## src/rtl/mem_bus_arbiter.sv

```systemverilog
// Two-master (fetch/load-store) arbiter onto one memory slave, one outstanding txn.
// Define MEM_BUS_ARBITER_RR_EN for round-robin instead of fixed priority + starvation guard.
`timescale 1ns/1ps
module mem_bus_arbiter #(
  parameter int AW         = 32,
  parameter int DW         = 32,
  parameter int STARVE_MAX = 4
) (
  input  logic            clk,
  input  logic            rst,
  input  logic            m0_req_i,
  input  logic [AW-1:0]   m0_addr_i,
  output logic            m0_gnt_o,
  output logic            m0_rvalid_o,
  output logic [DW-1:0]   m0_rdata_o,
  input  logic            m1_req_i,
  input  logic            m1_we_i,
  input  logic [DW/8-1:0] m1_be_i,
  input  logic [AW-1:0]   m1_addr_i,
  input  logic [DW-1:0]   m1_wdata_i,
  output logic            m1_gnt_o,
  output logic            m1_rvalid_o,
  output logic [DW-1:0]   m1_rdata_o,
  output logic            s_req_o,
  output logic            s_we_o,
  output logic [DW/8-1:0] s_be_o,
  output logic [AW-1:0]   s_addr_o,
  output logic [DW-1:0]   s_wdata_o,
  input  logic            s_ready_i,
  input  logic            s_rvalid_i,
  input  logic [DW-1:0]   s_rdata_i,
  output logic            hold_flag_o
);

  localparam int BW = DW / 8;

  typedef enum logic [1:0] {
    IDLE = 2'd0,
    REQ  = 2'd1,
    RESP = 2'd2
  } state_e;

  state_e          state_q, state_d;
  logic            owner_q, owner_d;
  logic            we_q, we_d;
  logic [BW-1:0]   be_q, be_d;
  logic [AW-1:0]   addr_q, addr_d;
  logic [DW-1:0]   wdata_q, wdata_d;

  logic            any_req;
  logic            m0_win;
  logic            accept;
  logic            done;

`ifdef MEM_BUS_ARBITER_RR_EN
  logic            last_q, last_d;

  // On contention the master that did not win last time goes first.
  assign m0_win = m0_req_i & (!m1_req_i | last_q);
`else
  localparam int SW = (STARVE_MAX < 1) ? 1 : $clog2(STARVE_MAX + 1);

  logic [SW-1:0]   starve_q, starve_d;
  logic            starved;

  assign starved = 32'(starve_q) >= 32'(STARVE_MAX);
  assign m0_win  = m0_req_i & (!m1_req_i | starved);
`endif

  assign any_req = m0_req_i | m1_req_i;

  // State and latched-transaction registers.
  always_ff @(posedge clk) begin
    if (rst) begin
      state_q  <= IDLE;
      owner_q  <= 1'b0;
      we_q     <= 1'b0;
      be_q     <= '0;
      addr_q   <= '0;
      wdata_q  <= '0;
`ifdef MEM_BUS_ARBITER_RR_EN
      last_q   <= 1'b0;
`else
      starve_q <= '0;
`endif
    end else begin
      state_q  <= state_d;
      owner_q  <= owner_d;
      we_q     <= we_d;
      be_q     <= be_d;
      addr_q   <= addr_d;
      wdata_q  <= wdata_d;
`ifdef MEM_BUS_ARBITER_RR_EN
      last_q   <= last_d;
`else
      starve_q <= starve_d;
`endif
    end
  end

  // Next-state and arbitration.
  always_comb begin
    state_d  = state_q;
    owner_d  = owner_q;
    we_d     = we_q;
    be_d     = be_q;
    addr_d   = addr_q;
    wdata_d  = wdata_q;
`ifdef MEM_BUS_ARBITER_RR_EN
    last_d   = last_q;
`else
    starve_d = starve_q;
`endif
    unique case (state_q)
      IDLE: begin
        if (any_req) begin
          state_d = REQ;
          owner_d = !m0_win;
          if (m0_win) begin
            we_d    = 1'b0;
            be_d    = '1;
            addr_d  = m0_addr_i;
            wdata_d = '0;
          end else begin
            we_d    = m1_we_i;
            be_d    = m1_be_i;
            addr_d  = m1_addr_i;
            wdata_d = m1_wdata_i;
          end
`ifdef MEM_BUS_ARBITER_RR_EN
          last_d = !m0_win;
`else
          if (m0_win) begin
            starve_d = '0;
          end else if (m0_req_i && !starved) begin
            starve_d = starve_q + SW'(1);
          end
`endif
        end
      end
      REQ: begin
        if (s_ready_i) begin
          state_d = s_rvalid_i ? IDLE : RESP;
        end
      end
      RESP: begin
        if (s_rvalid_i) begin
          state_d = IDLE;
        end
      end
      default: state_d = IDLE;
    endcase
  end

  // Outputs: grant and response are steered to the latched owner only.
  always_comb begin
    s_req_o     = (state_q == REQ);
    s_we_o      = we_q;
    s_be_o      = be_q;
    s_addr_o    = addr_q;
    s_wdata_o   = wdata_q;
    accept      = s_req_o & s_ready_i;
    done        = (accept & s_rvalid_i)
                | ((state_q == RESP) & s_rvalid_i);
    m0_gnt_o    = accept & !owner_q;
    m1_gnt_o    = accept & owner_q;
    m0_rvalid_o = done & !owner_q;
    m1_rvalid_o = done & owner_q;
    m0_rdata_o  = m0_rvalid_o ? s_rdata_i : '0;
    m1_rdata_o  = m1_rvalid_o ? s_rdata_i : '0;
    hold_flag_o = (m0_req_i & !m0_rvalid_o)
                | (m1_req_i & !m1_rvalid_o);
  end

  a_gnt_onehot: assert property (
    @(posedge clk) disable iff (rst) !(m0_gnt_o && m1_gnt_o));
  a_rv_onehot: assert property (
    @(posedge clk) disable iff (rst) !(m0_rvalid_o && m1_rvalid_o));

endmodule
```

## config.mk

```make
export PLATFORM = sky130hd
export DESIGN_NAME = mem_bus_arbiter
export DESIGN_NICKNAME = d
export VERILOG_FILES = /design/src/rtl/mem_bus_arbiter.sv
export SDC_FILE = /design/constraint.sdc
export NUM_CORES = 1
export LEC_CHECK = 0
export CORE_MARGIN = 10
export CORE_UTILIZATION = 31
export CTS_BUF_LIST = sky130_fd_sc_hd__clkbuf_8
export DETAILED_ROUTE_END_ITERATION = 12
export HOLD_SLACK_MARGIN = 0.08
export PLACE_DENSITY = 0.87
export SLEW_MARGIN = 40
export SYNTH_ARGS = -nofsm -noshare
export SYNTH_HDL_FRONTEND = slang
export SYNTH_SLANG_ARGS = --single-unit
```

## constraint.sdc

```tcl
create_clock -name clk -period 1.3 [get_ports clk]
set_input_delay 0.195 -clock clk [delete_from_list [all_inputs] [get_ports clk]]
set_output_delay 0.195 -clock clk [all_outputs]
set_load 0.05 [all_outputs]
```

Yosys cells after proc, flatten, opt, wreduce, memory -nomap -nowiden
Index checks and enable logic that the tools add are counted.

cells by class
  add/subtract/negate cells = 1
  $lt $le $gt $ge = 1
  equal/unequal tests = 5
  multiplexer cells = 13
  bitwise gates (word level) = 14
  reductions and logical operators = 12

operators with widths
  cell                 count
  $mux 32              4
  $and 1x1->1          10
  $mux 2               4
  $logic_not 1->1      6
  $mux 3               2
  $pmux 2 s3           1
  $reduce_and 3->1     2
  $mux 4               1
  $ne 2x2->1 const B   2
  $or 1x1->1           4
  $add 3x1->3 const B  1
  $ge 3x3->1 const B   1
  $eq 2x1->1 const B   1
  $eq 2x2->1 const B   1
  $logic_not 2->1      1
  $ne 2x1->1 const B   1
  $reduce_and 2->1     1
  $reduce_bool 2->1    1
  $logic_and 1x1->1    1
  $mux 1               1

storage, ports and cells
  register bits after elaboration = 75
  input bits = 139
  output and inout port bits = 139
  logic and storage cells = 53

Longest topological paths before layout
  depth in word-level cells = 8
  depth in mapped cells = 6
  gate-level depth less buffers = 3

Worst setup path before layout
No wires, ideal clock.

  path kind = register -> output
  start point = register state_q[0]
  end point = output m1_gnt_o
  arrival = 1733 ps
  required time = 1105 ps
  slack = -628 ps
  stages on the path, launching flop included = 3
  path buffers = 0
  cell sequence = dfxtp_1 nor2b_1 and3_1

between the ends
  cells in the longest elaborated chain, start to end = 3

ends and longest elaborated chain
  item                    RTL line  source
  start, declared         43        state_e state_q, state_d;
  start signal, assigned  87        state_q <= state_d;
  $eq 2x1->1              157       s_req_o = (state_q == REQ);
  net s_req_o             24        output logic s_req_o,
  $and 1x1->1             162       accept = s_req_o & s_ready_i;
  $and 1x1->1             166       m1_gnt_o = accept & owner_q;
  end, declared           21        output logic m1_gnt_o,

The timed path passes the listed nets, and every way through them passes these cells.

Worst setup path after layout
  start point = register state_q[1]
  end point = output m0_rdata_o[15]

between the ends
  cells in the longest elaborated chain, start to end = 6
  elaborated cells on any way between the ends = 8
  those cells by class = eq/ne (2); mux (1); bitwise (5)

ends and longest elaborated chain
  item           RTL line  source
  $eq 2x1->1     157
  $and 1x1->1    162
  $and 1x1->1    163       done = (accept & s_rvalid_i)
  $or 1x1->1 *   164       | ((state_q == RESP) & s_rvalid_i);
  $and 1x1->1 *  167       m0_rvalid_o = done & !owner_q;
  $mux 32 *      169       m0_rdata_o = m0_rvalid_o ? s_rdata_i : '0;
  end, declared  15        output logic [DW-1:0] m0_rdata_o,

Every way passes the cells marked *; elsewhere a longest branch is shown, timed or not.

==> reports/results.tsv <==
metric	value	unit
crit path time final	2.01	ns
chip height	129	um
total CTS buffers	9	
type of the worst setup path	flop to output pin	
largest net degree at the start of global routing	34	
register area share after synthesis	0.408	
Syn Nets	536	
Mean Syn Cell Area	9.29	um^2
Max Freq	0.498	GHz
Hold Crit Class	input port to flop	
Total Wirelength	22.9	mm
IO buf count	277	
CP max FO	11	
Warnings, synthesis	0	
CP max stage delay	0.34	ns
CP cell instances	nand3b_1 > buf_4 > a21oi_4 > buf_4 > buf_16 > and2_4 > buf_12	
Vias	4700	
count of cell types in the netlist	30	
skew final	0.00653	ns
Detailed Route Iter0 Violations	269	
Congestion Overflow GR	0	
top cells by area, synth	dfxtp_1, and2_1, a311oi_2	
Worst Tran Pin Value	0.389	ns
post-route DRC violation count	0	
PwrDens	903	nW/um^2
Yosys reg bits	75	
failing checks	setup timing	
row count	39	
WP data arrival	1.81	ns
Netlist Area Pre-Place	3680	um^2
Most common cell on crit path	buf_4	
synthesized instance count	396	
RSZ-0062 raised after global routing	yes	
first-pass GRT wire length	33.6	mm
peak supply drop	0.668	mV
clock-pin slew on the worst setup and hold paths	0.09	ns
r2r setup slk	-0.51	ns
DR vias/cell	5.42	
Fin. Hold Viols	0	
crit start category	flop	
fin nets	858	
CP max stage cell	dfxtp_2	
Slew HR	0.738	
GRT Total Usage	0.263	
routability congestion estimate	0.827	
endpoint class of the critical path	output pin	
H-tree level count	3	
status	finished, violations left	
Setup Viol. Count Final	145	
drt pass-1 iters	4	
CTS Buffer Depth	2	
routed wire length per instance	26.4	um
Slew Limit Fails	0	
I/O pin cnt	278	
Leak	0.00371	uW
CTS Sinks	75	
Setup Slack @ Placement	-0.573	ns
max-cap violation count	0	
post-synth top area share	0.408	
Die ar.	16600	um^2
Final WS setup	-0.708	ns
remaining antenna violation count after routing	0	
Detailed Place HPWL	15.7	mm
Synth area leader	dfxtp_1	
antenna violations before repair	2	
Core Region	11500	um^2
fin crit share	1.54	
area delta synth->final	158	%
Die X	129	um
initial core utilization	0.320	
vias in the first global route	5230	
Hold Buf Count CTS	0	
Clock Latency Late Sink	0.37	ns
TritonCTS clock tree	done	
Req. time, crit path	1.11	ns
Root Driver	clkbuf_8	
setup_tns	-70.37	ns
fraction of layout cells with a size suffix above 1	0.516	
==> layout by cell type, fill, tap and decap left out, types with 5 or more instances in the layout <==
cell type and count:
dfxtp_1 73, buf_4 30, and2_4 63, a21oi_4 7
nand2_1 5, a22o_1 33, buf_16 11, buf_12 156
a211oi_2 6, a311oi_2 30, clkbuf_8 9, nand3_1 33
buf_8 6, buf_6 14, a21oi_1 25, a21oi_2 18
clkdlybuf4s50_1 136, o21ai_0 32
==> routing by layer <==
layer,track usage,wire length [um],up-vias
met1,0.246,7550,2273
met5,0,13,-
met3,0.0887,1910,62
met4,0.115,967,2
met2,0.505,12500,257
li1,-,-,2106
==> sequential cells by signal, summed over array words and instances, names as in the netlist <==
register	count
s_wdata_o	32
state_q	2
starve_q	3
s_we_o	1
s_addr_o	32
s_be_o	4
owner_q	1
==> critical path: cells and delay by family, from the launching register on <==
kind	cells	cell delay [ns]
AOI/OAI and AO/OA	1	0.16
and+or+nand+nor	2	0.35
buffers and inverters	4	0.59
DFF	1	0.34
==> power by group <==
group	internal, uW	total [uW]	switching, uW
Combinational	2120	4000	1880
Sequential	2500	2750	250
Clock	750	1820	1070
==> Yosys cell counts (all sizes together) <==
master / instances
buf: 18
and2b: 1
or2: 1
dfxtp: 75
ha: 1
and2: 65
clkbuf: 27
nand2b: 4
nand2: 6
nand3: 33
nand4: 2
nor2: 2
a311oi: 33
nor2b: 1
inv: 1
nand3b: 1
o21ai: 32
or3b: 1
a22o: 33
a211oi: 6
and4b: 1
and3: 1
or3: 1
a21oi: 50
==> final cells by class <==
| class | instances | area (um^2) |
|---|---|---|
| multi-input combinational | 275 | 2310 |
| sequential | 75 | 1500 |
| timing repair buffer | 356 | 5300 |
| clock inverter | 7 | 67.6 |
| inverter | 1 | 3.75 |
| fill | 574 | 2030 |
| antenna | 1 | 2.50 |
| tap | 143 | 179 |
| clock buffer | 9 | 124 |
==> path summary, 6_finish.rpt <==
| kind | from | end | cells past startpoint |
|---|---|---|---|
| max | state_q[1] | m0_rdata_o[15] | 7 |
| min | rst | s_addr_o[11] | 3 |
| max reg2reg | state_q[0] | s_wdata_o[23] | 11 |
| min reg2reg | starve_q[1] | starve_q[1] | 2 |
==> timing repair <==
action	4_1_cts	5_1_grt
endpoints found under the setup margin	141	145
buffers inserted	28	7
pin swaps	59	11
resized for setup	75	26
cloned	12	1
==> per-stage QoR <==
step,instances,power (uW),hold slack (ns),utilization,cell area (um^2)
finish,867,8570,0.347,0.824,9490
floorplan,396,4230,0.266,-,3880
CTS,866,8460,0.328,0.816,9400
detailed placement,811,6080,0.471,0.725,8350
global placement,811,5990,0.442,0.725,8350
global route,866,8800,0.374,0.824,9490
==> cell families after synthesis <==
| kind of cell | share of synthesized area |
|---|---|
| adders and majority gates | 0.00340 |
| and+or+nand+nor | 0.192 |
| DFF | 0.408 |
| buffers and inverters | 0.0632 |
| AOI/OAI and AO/OA | 0.334 |
No activity file was read; power rests on OpenSTA's default activity.
